[src/rtl/pixart_pkg.sv]
// -----------------------------------------------------------------------------
// pixart_pkg
// Shared constants and FSM state encoding for the Pixart IR camera blob
// decoder. A blob record on the wire is three bytes and decodes to a 10-bit
// X, a 10-bit Y and a 4-bit size. An empty slot reads back as all-ones bytes.
// -----------------------------------------------------------------------------
package pixart_pkg;

  localparam int PIXART_COORD_W    = 10;
  localparam int PIXART_SIZE_W     = 4;
  localparam int PIXART_BLOB_BYTES = 3;

  localparam logic [PIXART_COORD_W-1:0] PIXART_INVALID_COORD = 10'h3FF;
  localparam logic [PIXART_SIZE_W-1:0]  PIXART_INVALID_SIZE  = 4'hF;

  typedef enum logic [2:0] {
    IDLE,
    HEADER,
    BLOB,
    TAIL,
    DONE
  } pixart_state_e;

endpackage

[src/rtl/pixart_blob_unpack.sv]
// -----------------------------------------------------------------------------
// pixart_blob_unpack
// Purely combinational decode of one 3-byte camera blob record.
//
// Ports:
//   b0, b1, b2 : the three record bytes in arrival order
//   x, y       : 10-bit coordinates, upper two bits taken from b2
//   size       : 4-bit blob size from b2[3:0]
//   valid      : 0 when all three bytes are 8'hFF (empty slot)
// -----------------------------------------------------------------------------
module pixart_blob_unpack
  import pixart_pkg::*;
(
  input  logic [7:0]                b0,
  input  logic [7:0]                b1,
  input  logic [7:0]                b2,
  output logic [PIXART_COORD_W-1:0] x,
  output logic [PIXART_COORD_W-1:0] y,
  output logic [PIXART_SIZE_W-1:0]  size,
  output logic                      valid
);

  // An empty slot is signalled by the camera as FF FF FF; it is forced to
  // the canonical "no blob" values so downstream code can rely on them.
  always_comb begin
    valid = ~((b0 == 8'hFF) && (b1 == 8'hFF) && (b2 == 8'hFF));
    if (valid) begin
      x    = {b2[5:4], b0};
      y    = {b2[7:6], b1};
      size = b2[3:0];
    end else begin
      x    = PIXART_INVALID_COORD;
      y    = PIXART_INVALID_COORD;
      size = PIXART_INVALID_SIZE;
    end
  end

endmodule

[src/rtl/pixart_blob_decoder.sv]
// -----------------------------------------------------------------------------
// pixart_blob_decoder
// Assembles the byte stream of one Pixart camera read transaction (header,
// NUM_BLOBS 3-byte blob records, padding) into blob records held in shadow
// registers, then publishes the whole frame atomically with a one-cycle
// frame_valid strobe. A frame_start during a transaction aborts it with a
// one-cycle frame_error pulse and immediately begins the new frame.
//
// Ports:
//   clk          : system clock
//   reset        : asynchronous, active-low reset
//   frame_start  : pulse, a new read transaction begins
//   byte_in      : data byte from the I2C read engine
//   byte_valid   : byte_in valid this cycle (no backpressure)
//   blob_x       : X coordinates, blob n at [10n+9:10n]
//   blob_y       : Y coordinates, same packing
//   blob_size    : sizes, blob n at [4n+3:4n]
//   blob_valid   : 1 = blob n present
//   frame_valid  : pulse, outputs above have just updated
//   frame_error  : pulse, a transaction was aborted
//
// Build option:
//   PIXART_LOWPASS_EN : when defined, blob 0 X/Y are averaged with the
//                       previously published values whenever blob 0 is valid
//                       in both frames.
// -----------------------------------------------------------------------------
module pixart_blob_decoder
  import pixart_pkg::*;
#(
  parameter int FRAME_BYTES  = 16,
  parameter int HEADER_BYTES = 1,
  parameter int NUM_BLOBS    = 4
) (
  input  logic                                clk,
  input  logic                                reset,
  input  logic                                frame_start,
  input  logic [7:0]                          byte_in,
  input  logic                                byte_valid,
  output logic [NUM_BLOBS*PIXART_COORD_W-1:0] blob_x,
  output logic [NUM_BLOBS*PIXART_COORD_W-1:0] blob_y,
  output logic [NUM_BLOBS*PIXART_SIZE_W-1:0]  blob_size,
  output logic [NUM_BLOBS-1:0]                blob_valid,
  output logic                                frame_valid,
  output logic                                frame_error
);

  localparam int CNT_W = $clog2(FRAME_BYTES + 1);
  localparam int IDX_W = (NUM_BLOBS > 1) ? $clog2(NUM_BLOBS) : 1;

  localparam logic [CNT_W-1:0] HDR_LAST   = CNT_W'(HEADER_BYTES - 1);
  localparam logic [CNT_W-1:0] FRAME_LAST = CNT_W'(FRAME_BYTES - 1);
  localparam logic [IDX_W-1:0] IDX_LAST   = IDX_W'(NUM_BLOBS - 1);
  localparam logic [1:0]       SUB_LAST   = 2'(PIXART_BLOB_BYTES - 1);

  pixart_state_e state, state_next, eff_state;

  logic [CNT_W-1:0] byte_cnt, cnt_next, eff_cnt;
  logic [1:0]       sub_cnt, sub_next, eff_sub;
  logic [IDX_W-1:0] blob_idx, idx_next, eff_idx;

  logic [7:0] hold0, hold1;
  logic       hold0_en, hold1_en, store_en;
  logic       take, publish, error_next;

  logic [NUM_BLOBS*PIXART_COORD_W-1:0] shadow_x, shadow_y;
  logic [NUM_BLOBS*PIXART_SIZE_W-1:0]  shadow_size;
  logic [NUM_BLOBS-1:0]                shadow_valid;

  logic [NUM_BLOBS*PIXART_COORD_W-1:0] pub_x, pub_y;

  logic [PIXART_COORD_W-1:0] unp_x, unp_y;
  logic [PIXART_SIZE_W-1:0]  unp_size;
  logic                      unp_valid;

  // The first two bytes of a record wait in hold0/hold1; the record is
  // decoded in the cycle its third byte arrives.
  pixart_blob_unpack u_unpack (
    .b0   (hold0),
    .b1   (hold1),
    .b2   (byte_in),
    .x    (unp_x),
    .y    (unp_y),
    .size (unp_size),
    .valid(unp_valid)
  );

  // The "effective" state is where this cycle's byte is interpreted: a
  // frame_start from any state restarts at HEADER with counters cleared, so
  // a byte arriving alongside it is byte 0 of the new frame. DONE without
  // frame_start behaves as IDLE for incoming bytes.
  always_comb begin
    eff_state = state;
    eff_cnt   = byte_cnt;
    eff_sub   = sub_cnt;
    eff_idx   = blob_idx;
    if (frame_start) begin
      eff_state = HEADER;
      eff_cnt   = '0;
      eff_sub   = '0;
      eff_idx   = '0;
    end else if (state == DONE) begin
      eff_state = IDLE;
    end

    state_next = eff_state;
    cnt_next   = eff_cnt;
    sub_next   = eff_sub;
    idx_next   = eff_idx;
    hold0_en   = 1'b0;
    hold1_en   = 1'b0;
    store_en   = 1'b0;
    publish    = (state == DONE);
    error_next = frame_start &&
                 ((state == HEADER) || (state == BLOB) || (state == TAIL));
    take       = byte_valid &&
                 ((eff_state == HEADER) || (eff_state == BLOB) || (eff_state == TAIL));

    if (take) begin
      cnt_next = eff_cnt + 1'b1;
      case (eff_state)
        HEADER: begin
          if (eff_cnt == HDR_LAST) begin
            state_next = BLOB;
          end
        end
        BLOB: begin
          if (eff_sub == SUB_LAST) begin
            store_en = 1'b1;
            sub_next = '0;
            if (eff_idx == IDX_LAST) begin
              idx_next   = '0;
              state_next = (eff_cnt == FRAME_LAST) ? DONE : TAIL;
            end else begin
              idx_next = eff_idx + 1'b1;
            end
          end else begin
            hold0_en = (eff_sub == 2'd0);
            hold1_en = (eff_sub == 2'd1);
            sub_next = eff_sub + 1'b1;
          end
        end
        TAIL: begin
          if (eff_cnt == FRAME_LAST) begin
            state_next = DONE;
          end
        end
        default: ;
      endcase
    end
  end

  // Control state and byte bookkeeping.
  always_ff @(posedge clk or negedge reset) begin
    if (!reset) begin
      state    <= IDLE;
      byte_cnt <= '0;
      sub_cnt  <= '0;
      blob_idx <= '0;
    end else begin
      state    <= state_next;
      byte_cnt <= cnt_next;
      sub_cnt  <= sub_next;
      blob_idx <= idx_next;
    end
  end

  // Record assembly into the shadow copy. An aborted frame may leave some
  // shadow entries overwritten, but every completed frame rewrites all of
  // them before DONE, so the published frame is never mixed.
  always_ff @(posedge clk or negedge reset) begin
    if (!reset) begin
      hold0        <= '0;
      hold1        <= '0;
      shadow_x     <= {NUM_BLOBS{PIXART_INVALID_COORD}};
      shadow_y     <= {NUM_BLOBS{PIXART_INVALID_COORD}};
      shadow_size  <= '0;
      shadow_valid <= '0;
    end else begin
      if (hold0_en) begin
        hold0 <= byte_in;
      end
      if (hold1_en) begin
        hold1 <= byte_in;
      end
      if (store_en) begin
        shadow_x[int'(eff_idx)*PIXART_COORD_W +: PIXART_COORD_W]   <= unp_x;
        shadow_y[int'(eff_idx)*PIXART_COORD_W +: PIXART_COORD_W]   <= unp_y;
        shadow_size[int'(eff_idx)*PIXART_SIZE_W +: PIXART_SIZE_W]  <= unp_size;
        shadow_valid[eff_idx]                                      <= unp_valid;
      end
    end
  end

`ifdef PIXART_LOWPASS_EN
  logic [PIXART_COORD_W:0] sum_x0, sum_y0;

  // Blob 0 is smoothed only when both the outgoing and incoming samples are
  // real detections; averaging against the 3FF "no blob" marker would be
  // meaningless.
  always_comb begin
    pub_x  = shadow_x;
    pub_y  = shadow_y;
    sum_x0 = {1'b0, blob_x[PIXART_COORD_W-1:0]} + {1'b0, shadow_x[PIXART_COORD_W-1:0]};
    sum_y0 = {1'b0, blob_y[PIXART_COORD_W-1:0]} + {1'b0, shadow_y[PIXART_COORD_W-1:0]};
    if (blob_valid[0] && shadow_valid[0]) begin
      pub_x[PIXART_COORD_W-1:0] = PIXART_COORD_W'(sum_x0 >> 1);
      pub_y[PIXART_COORD_W-1:0] = PIXART_COORD_W'(sum_y0 >> 1);
    end
  end
`else
  assign pub_x = shadow_x;
  assign pub_y = shadow_y;
`endif

  // Published outputs and strobes. Everything consumers see changes on the
  // single edge that leaves DONE, together with the frame_valid pulse.
  always_ff @(posedge clk or negedge reset) begin
    if (!reset) begin
      blob_x      <= {NUM_BLOBS{PIXART_INVALID_COORD}};
      blob_y      <= {NUM_BLOBS{PIXART_INVALID_COORD}};
      blob_size   <= '0;
      blob_valid  <= '0;
      frame_valid <= 1'b0;
      frame_error <= 1'b0;
    end else begin
      frame_valid <= publish;
      frame_error <= error_next;
      if (publish) begin
        blob_x     <= pub_x;
        blob_y     <= pub_y;
        blob_size  <= shadow_size;
        blob_valid <= shadow_valid;
      end
    end
  end

endmodule

[config.mk]
export PLATFORM = sky130hd
export DESIGN_NAME = pixart_blob_decoder
export DESIGN_NICKNAME = d
export VERILOG_FILES = /design/src/rtl/pixart_pkg.sv /design/src/rtl/pixart_blob_unpack.sv /design/src/rtl/pixart_blob_decoder.sv
export SDC_FILE = /design/constraint.sdc
export NUM_CORES = 1
export LEC_CHECK = 0
export BUFFER_PORTS_ARGS = -buffer_cell sky130_fd_sc_hd__clkbuf_2
export CAP_MARGIN = 30
export CORE_UTILIZATION = 40
export DETAILED_ROUTE_END_ITERATION = 10
export PLACE_DENSITY = 0.54
export RECOVER_POWER = 100
export SYNTH_ARGS = -nofsm -noshare
export SYNTH_HDL_FRONTEND = slang
export SYNTH_SLANG_ARGS = --single-unit
[constraint.sdc]
create_clock -name clk -period 3.6 [get_ports clk]
set_input_delay 0.54 -clock clk [delete_from_list [all_inputs] [get_ports clk]]
set_output_delay 0.54 -clock clk [all_outputs]
set_load 0.01 [all_outputs]
==> impl_summary.md, run 1 <==
Run status
The flow ran to the end, but the final reports show violations. The final reports fail on capacitance limit, slew limit.

Synthesis
The fraction of synthesized cell area taken by the top area cell type is 40.3%. The largest total area in the synthesized netlist belongs to dfstp_2. In the synthesized netlist, the number of instances is 869. Counting flops with a built-in enable in the synthesized netlist gives 0. Of all flip-flops after synthesis, the portion carrying an async set or reset was 100%. Yosys printed 0 warnings.

In this run the mean area of a mapped cell was 12.0 µm². The commonest register cell after synthesis is dfstp_2. After synthesis, the most frequently instantiated cells are dfstp_2 (160), mux2_2 (120), nand2_1 (120). The register area share after synthesis is 57.1%. Counting every net in the synthesized netlist gives 891. The number of register bits inferred by synthesis is 230. By area the synthesized netlist is led by dfstp_2 (40%), dfrtp_1 (17%), mux2_2 (13%). Counting distinct cell types in the post-synthesis netlist gives 70.

dfstp_2 is the most common cell in the netlist. The area of the mapped netlist is 10400 µm².

Worst setup path
The kind of cell with the highest combined delay along the critical path is simple AND/OR/NAND/NOR gates. The slowest library cell on the worst path is ha_1. Data on the critical path arrives at its endpoint at 3.47 ns. STA classifies the critical path startpoint as a flop. Walking the worst path, the cells encountered are nand2b_2, ha_1, clkbuf_1, or2_2, nor2_1, a221oi_1, o221ai_1. The highest net fanout along the worst path is 30. The critical path start-end classification is reg2reg. The buffer and inverter count on the worst path is 1. The nature of the critical path endpoint is a flop. The data required time of the critical path is 4.01 ns.

The largest stage delay on the critical path is 0.65 ns.

Timing
Between clock sinks in the finished design, the worst skew comes to 0.00920 ns. For this run, the top clock speed supported by timing is 0.327 GHz. The hold violation total from the final report is 0. Setup violations remaining at the end of the flow were counted as 0. The final critical path takes up 85.0% of the cycle. The worst path in the final design needs a cycle of 3.06 ns, including I/O delays and setup.

For the pin with the worst max-slew slack, the measured transition is 2.39 ns. The max-slew violation count is 197. The final setup TNS is 0 ns. Setup repair after global routing left no endpoint under its margin. In the post-route analysis, the smallest setup slack over all paths is 0.539 ns. Headroom to the max-slew limit came out at -59.4%.

Clock network
Clock tree synthesis selected as its root buffer the cell clkbuf_16. The total number of clock tree sinks is 230. Buffers inserted to repair hold after CTS numbered 0. CTS built an H-tree with a depth of 1. The clock-pin transition on the worst setup and hold timing paths is 0.06 ns. The number of setup buffers added after CTS is 0. The maximum clock path buffer count is 3. Clock latency on the worst-skew pair, taken at its later pin, is 0.52 ns. The TritonCTS clock tree is yes. Counting the buffers created by CTS gives 24.

The number of resized instances in the post-cts repair step is 0.

Cells and area
After filler insertion, the fill cell instance count of the layout stands at 2429. The share of final-layout standard cells stronger than drive strength 1 is 35.8%. The relative area change from synthesis to final layout is 13.5%. 0 antenna diodes ended up in the layout. In the final design database the tool counted 984 nets. Cells fill 46.6% of the core in the end.

Hold path
The path class of the lowest-slack min-delay path is in2reg.

Job
The tool flagged a number of max-cap violations equal to 3.

Floorplanning
The total area inside the core boundary comes to 25400 µm². In this run the vertical extent of the chip is 164 µm. For this configuration, the core starts out at a cell density of 41.1%.

Pin placement for this block handled 114 I/O pins. The die covers 26700 µm². The die width is 164 µm.

The standard-cell row count is 58.

Routing
Using the TritonRoute via totals, the vias-per-cell ratio works out to 5.46. The number of violations reported at the end of detailed-routing iteration 0 is 477. For this block, the routed nets add up to 27000 µm of wire.

For this block, the via count after detailed routing is 7150. The first detailed-routing pass ran for 5 iterations. In the routed design, unresolved DRC markers number 0. The mean routed wirelength per cell is 20.6 µm.

The number of routed nets with antenna violations is 0.

Place
Buffers placed on the I/O ports in this run total 113. After legalization and detailed placement, the total HPWL measured 18600 µm. The final weighted congestion in routability-driven placement is 0.846. The worst slack after detailed placement is 0.460 ns.

Global route
The via count of the first global-routing pass is 7164. The first global-routing pass estimated 42700 µm of wire. The number of antenna violations at the first check in global routing was 0. The largest net degree at the start of global routing is 96.

The total overflow left after global routing is 0. Across every metal layer, demand over resource in global routing totals 20.6%.

Pwr
The overall power of the completed layout is 5.62 mW. The worst supply voltage drop on vdd is 0.365 mV. The leakage power summed over all cells is 4.75 nW. The power density relative to cell area is 474 nW/µm².
## sequential cells by signal (all words and copies together) (netlist names), 3 cells and up
signal	cells
shadow_valid	4
blob_x	40
byte_cnt	5
state	3
blob_valid	4
hold0	8
blob_y	40
blob_size	16
pub_y	40
shadow_size	16
hold1	8
pub_x	40
## layout by cell type (no fill, tap or decap), types with 13 or more instances in the layout
master	count
a21oi_1	20
clkbuf_1	118
clkbuf_16	25
clkbuf_2	18
dfrtp_1	70
dfstp_2	157
mux2_2	120
mux2i_1	13
nand2_1	120
nand3_1	44
nor2_1	26
o21ai_0	35
o31ai_1	18
## cell type report
type,count,area (µm²),share of cell area [%]
clock buffers,41,726,6.13
clock inverters,2,10.0,0.0845
inverters,9,41.3,0.349
multi-input cells,562,4100,34.6
well taps,330,413,3.49
flip-flops and latches,230,5960,50.3
repair buffers,135,596,5.03
## per-stage QoR
stage,area [µm²],hold slack (ns),std cells
3_5_place_dp,11300,0.445,1266
5_1_grt,11800,0.312,1309
4_1_cts,12100,0.0721,1309
2_1_floorplan,10400,0.244,869
3_3_place_gp,11300,0.442,1266
6_report,11800,0.305,1309
## worst paths after layout
path | start | to | slack (ns) | depth (start not counted)
hold reg to reg | pub_y[24] | pub_y[24] | 0.45 | 2
min in group asynchronous | reset | blob_size[7] | 0.76 | 1
setup reg to reg | blob_idx[0] | pub_y[30] | 0.54 | 7
max in group asynchronous | reset | blob_valid[0] | 0.99 | 2
hold / removal | frame_start | sub_cnt[1] | 0.31 | 2
setup / recovery | blob_idx[0] | pub_y[30] | 0.54 | 7
## cells by family after synthesis
| group | count (synthesis) | synth area share, % |
|---|---|---|
| compound gates | 145 | 9.77 |
| xor+xnor | 4 | 0.336 |
| fa+ha+maj | 10 | 1.20 |
| buf+inv | 77 | 3.44 |
| flops | 230 | 57.1 |
| mux | 142 | 16.0 |
| simple gates | 261 | 12.2 |
## power by group
group	internal, mW	switching, mW	total (mW)
clock	1.36	0.991	2.35
sequential	2.66	0.146	2.81
combinational	0.159	0.296	0.454
total	4.18	1.43	5.62
## routing by layer
| layer | wire (µm) | share of wire [%] | global-route usage, % | vias to the layer above |
|---|---|---|---|---|
| li1 | - | - | - | 3336 |
| met1 | 12800 | 47 | 30.2 | 3599 |
| met2 | 12300 | 46 | 32.0 | 171 |
| met3 | 1330 | 4.9 | 2.97 | 44 |
| met4 | 603 | 2.2 | 5.35 | 0 |
| met5 | 0 | 0 | 0 | - |
Note: power is estimated with default switching activity, not from simulation.
==> run 2, diff against run 1 <==
- SYNTH_HIERARCHICAL: default -> 1
==> run 2 against run 1 <==
The run still ends with capacitance limit, slew limit left. Highest routed layer unchanged. Global-route usage decreased by 0.65 points. Worst hold slack gained 0.090 ns. Die area did not move.
==> impl_summary.md, run 2 <==
Run status
The run finished, with violations left. The checks that failed: capacitance limit, slew limit.

Floorplanning
The I/O pin count is 114. The floorplan step defined a die boundary enclosing 26700 µm². The starting density of the core is 41.1%. In this run the vertical extent of the chip is 164 µm. The die width is 164 µm. The core region is 25400 µm². Row generation in the floorplan step produced 58 rows.

Worst setup path
The largest stage delay on the critical path is 0.59 ns. The worst register-to-register path has a setup slack of 0.65 ns. Data on the critical path is required at its endpoint by 4.03 ns.

The critical path startpoint category is a flop. The data arrival at the endpoint of the critical path is 3.38 ns. The most common cell type on the critical path is nor2b_1.

The critical path's top delay family is simple AND/OR/NAND/NOR gates. The largest individual stage delay along the critical path comes from the cell clkbuf_1. Together, buffers and inverters on the worst path number 2. Along the worst path, the maximum fanout reaches 13. The critical path start-end classification is reg2reg. The nature of the critical path endpoint is a flop. Traced cell by cell, the critical path runs through nor2b_1, inv_1, ha_1, clkbuf_1, nand2b_1, or3_1, nor2b_1, a221oi_1, o21ai_0.

Timing
The headroom to the max-slew limit is -75.1%. The max-slew violation count was 204. The final critical-path required period is 2.95 ns. The hold violation total from the final report is 0. Setup violations remaining at the end of the flow were counted as 0. The clock arrives with 0.00799 ns of skew. At the pin with the least slew margin, the transition time is 2.63 ns. The final setup TNS is 0 ns. Setup repair after global routing left no endpoint under its margin. Static timing analysis puts the maximum clock frequency at 0.339 GHz. Of the available clock period, the critical path in the final layout requires 81.9%.

Clock network
TritonCTS built the clock tree. The tree is rooted in a clkbuf_16. The clock passes through at most 3 buffers. The CTS H-tree depth is 1.

Buffers added to address setup during post-CTS repair amount to 0. The clock latency on the worst-skew pair is 0.52 ns. Gates resized during post-CTS repair numbered 0. In this run, CTS created clock tree buffers numbering 25. Clock-pin slew was measured on the worst setup and hold paths at 0.06 ns. After clock tree synthesis, the flow added hold-fix buffers numbering 0. The clock drives 230 sinks.

Pwr
The relative contribution of combinational cells to total power is 9.5%. The share of total power in the clock network is 42.1%. The worst supply voltage drop on vdd is 0.307 mV. The power density relative to cell area is 488 nW/µm². Net switching is 26.0% of the power. The share of total power dissipated in sequential elements is 48.4%.

The power dissipated by switching net loads is 1.51 mW. In this run the static leakage power is 4.80 nW. The overall power of the completed layout is 5.80 mW.

The internal portion of the total power is 4.29 mW.

Global route
The via count of the first global-routing pass is 7101. The largest net degree at the start of global routing is 103. The number of antenna violations at the first check in global routing is 0. The total global routing overflow is 0. Global routing used 20.0% of the available tracks across all layers. The first-pass GRT wire length is 41300 µm.

Synthesis
In this run, synthesis inferred 0 flip-flops with an integrated enable. Synthesis produced a netlist with a net count of 894. dfstp_2 takes more of the synthesized area than any other cell. During synthesis, Yosys emitted a total of 6 warnings. For this run, asynchronously set or reset flops after synthesis account for 100%. The mean cell area of the mapped netlist is 12.0 µm².

Sorting the synthesized cells by how often they occur yields dfstp_2 (160), mux2_2 (133), nand2_1 (112). The number of instances in the synthesized netlist is 872. Among all flip-flop cells after synthesis, the most frequent one is dfstp_2. The register area share after synthesis is 57.1%. After synthesis the cells add up to 10400 µm². In this run the biggest area consumer among cell types represents 40.3% of the synthesized area. The number of different library cells in the post-synthesis netlist is 67. Ranked by total cell area, the synthesized netlist is headed by dfstp_2 (40%), dfrtp_1 (17%), mux2_2 (14%). In this run, synthesis produced a sequential element count of 230.

Among all cell types in the netlist, the one instantiated most often is dfstp_2.

Cells and area
The number of nets in the finished design is 985. The share of final-layout standard cells stronger than drive strength 1 is 37.9%. In the layout the commonest cells are dfstp_2 (157), mux2_2 (133), nand2_1 (115).

The library cell used most frequently in the layout, excluding fill and tap cells, is dfstp_2. The relative area change from synthesis to final layout is 13.8%. 0 antenna diodes ended up in the layout.

Routing
After detailed routing, the number of remaining DRC violations is 0. The number of routed nets with antenna violations is 0. The detailed-route wire length is 26400 µm.

The first detailed-routing pass ran for 5 iterations. The final route contains 7070 vias. Dividing the detail-routed wire length by the instance count gives 20.1 µm. After detailed routing, the wire length on met1 is 12500 µm. The routed design uses 1400 µm of met3 wire. In the routed layout, each cell is associated on average with a via count of 5.39. The highest metal layer with signal wires is met4. The number of violations reported at the end of detailed-routing iteration 0 is 681. Wire segments on met2 add up to 12000 µm in the final route.

Place
The congestion estimate from routability-driven global placement came to 0.887. The wire-length estimate of the detail-placed layout is 18300 µm. The count of buffers added on input and output ports is 113.

Hold path
The path class of the lowest-slack min-delay path is in2reg.

Job
The count of maximum capacitance violations is 3.
==> run 2: worst min-delay path, stage by stage <==
cell and delay [ns]:
clkbuf_2 0.18, nand2_1 0.08, o21ai_0 0.07
==> run 2: power groups by stage <==
stage | logic (mW) | clock network, mW | registers, mW
floorplan | 0.407 | 0 | 2.76
detailed placement | 0.557 | 0 | 2.85
global placement | 0.556 | 0 | 2.85
global route | 0.599 | 2.62 | 2.82
CTS | 0.557 | 2.51 | 2.81
finish | 0.551 | 2.44 | 2.81
==> run 2: kinds of logic (layout without fill, tap and decap cells) <==
family / after synthesis / count (layout) / synth area share [%]
and+or+nand+nor: 230 / 230 / 10.5
xor gates and xnor gates: 4 / 4 / 0.336
DFF: 230 / 230 / 57.1
adders and majority gates: 10 / 10 / 1.20
AOI/OAI and AO/OA: 155 / 155 / 10.1
muxes: 157 / 157 / 16.8
buffers and inverters: 86 / 196 / 3.94
==> run 2: layout make-up <==
class | count | area (µm²)
well taps | 330 | 413
clock inverters | 8 | 50.0
clock buffers | 38 | 736
repair buffers | 139 | 636
inverters | 11 | 41.3
flip-flops and latches | 230 | 5960
fillers | 2436 | 13500
multi-input cells | 556 | 4040
==> run 2: per-stage QoR <==
step | hold slack, ns | worst slack (ns) | util (%) | std cells | cell area, µm²
4_1_cts | 0.105 | 1.03 | 47.6 | 1312 | 12100
5_1_grt | 0.417 | 0.451 | 46.8 | 1312 | 11900
6_report | 0.395 | 0.650 | 46.8 | 1312 | 11900
2_1_floorplan | 0.244 | 0.967 | - | 872 | 10400
3_3_place_gp | 0.454 | 0.454 | 44.4 | 1265 | 11300
3_5_place_dp | 0.456 | 0.717 | 44.5 | 1266 | 11300
==> run 2: worst paths after layout <==
kind	startpoint	end	cells past startpoint
max	blob_idx[0]	pub_x[5]	9
min	byte_in[1]	shadow_size[13]	3
max reg2reg	blob_idx[0]	pub_x[5]	9
min reg2reg	pub_y[4]	pub_y[4]	2
max in group asynchronous	reset	blob_idx[0]	2
min in group asynchronous	reset	blob_size[5]	1
==> run 2: layer usage <==
layer	GRT usage, %	vias up
met5	0	-
met4	4.71	0
met3	2.59	37
met2	30.4	211
met1	30.1	3559
li1	-	3263
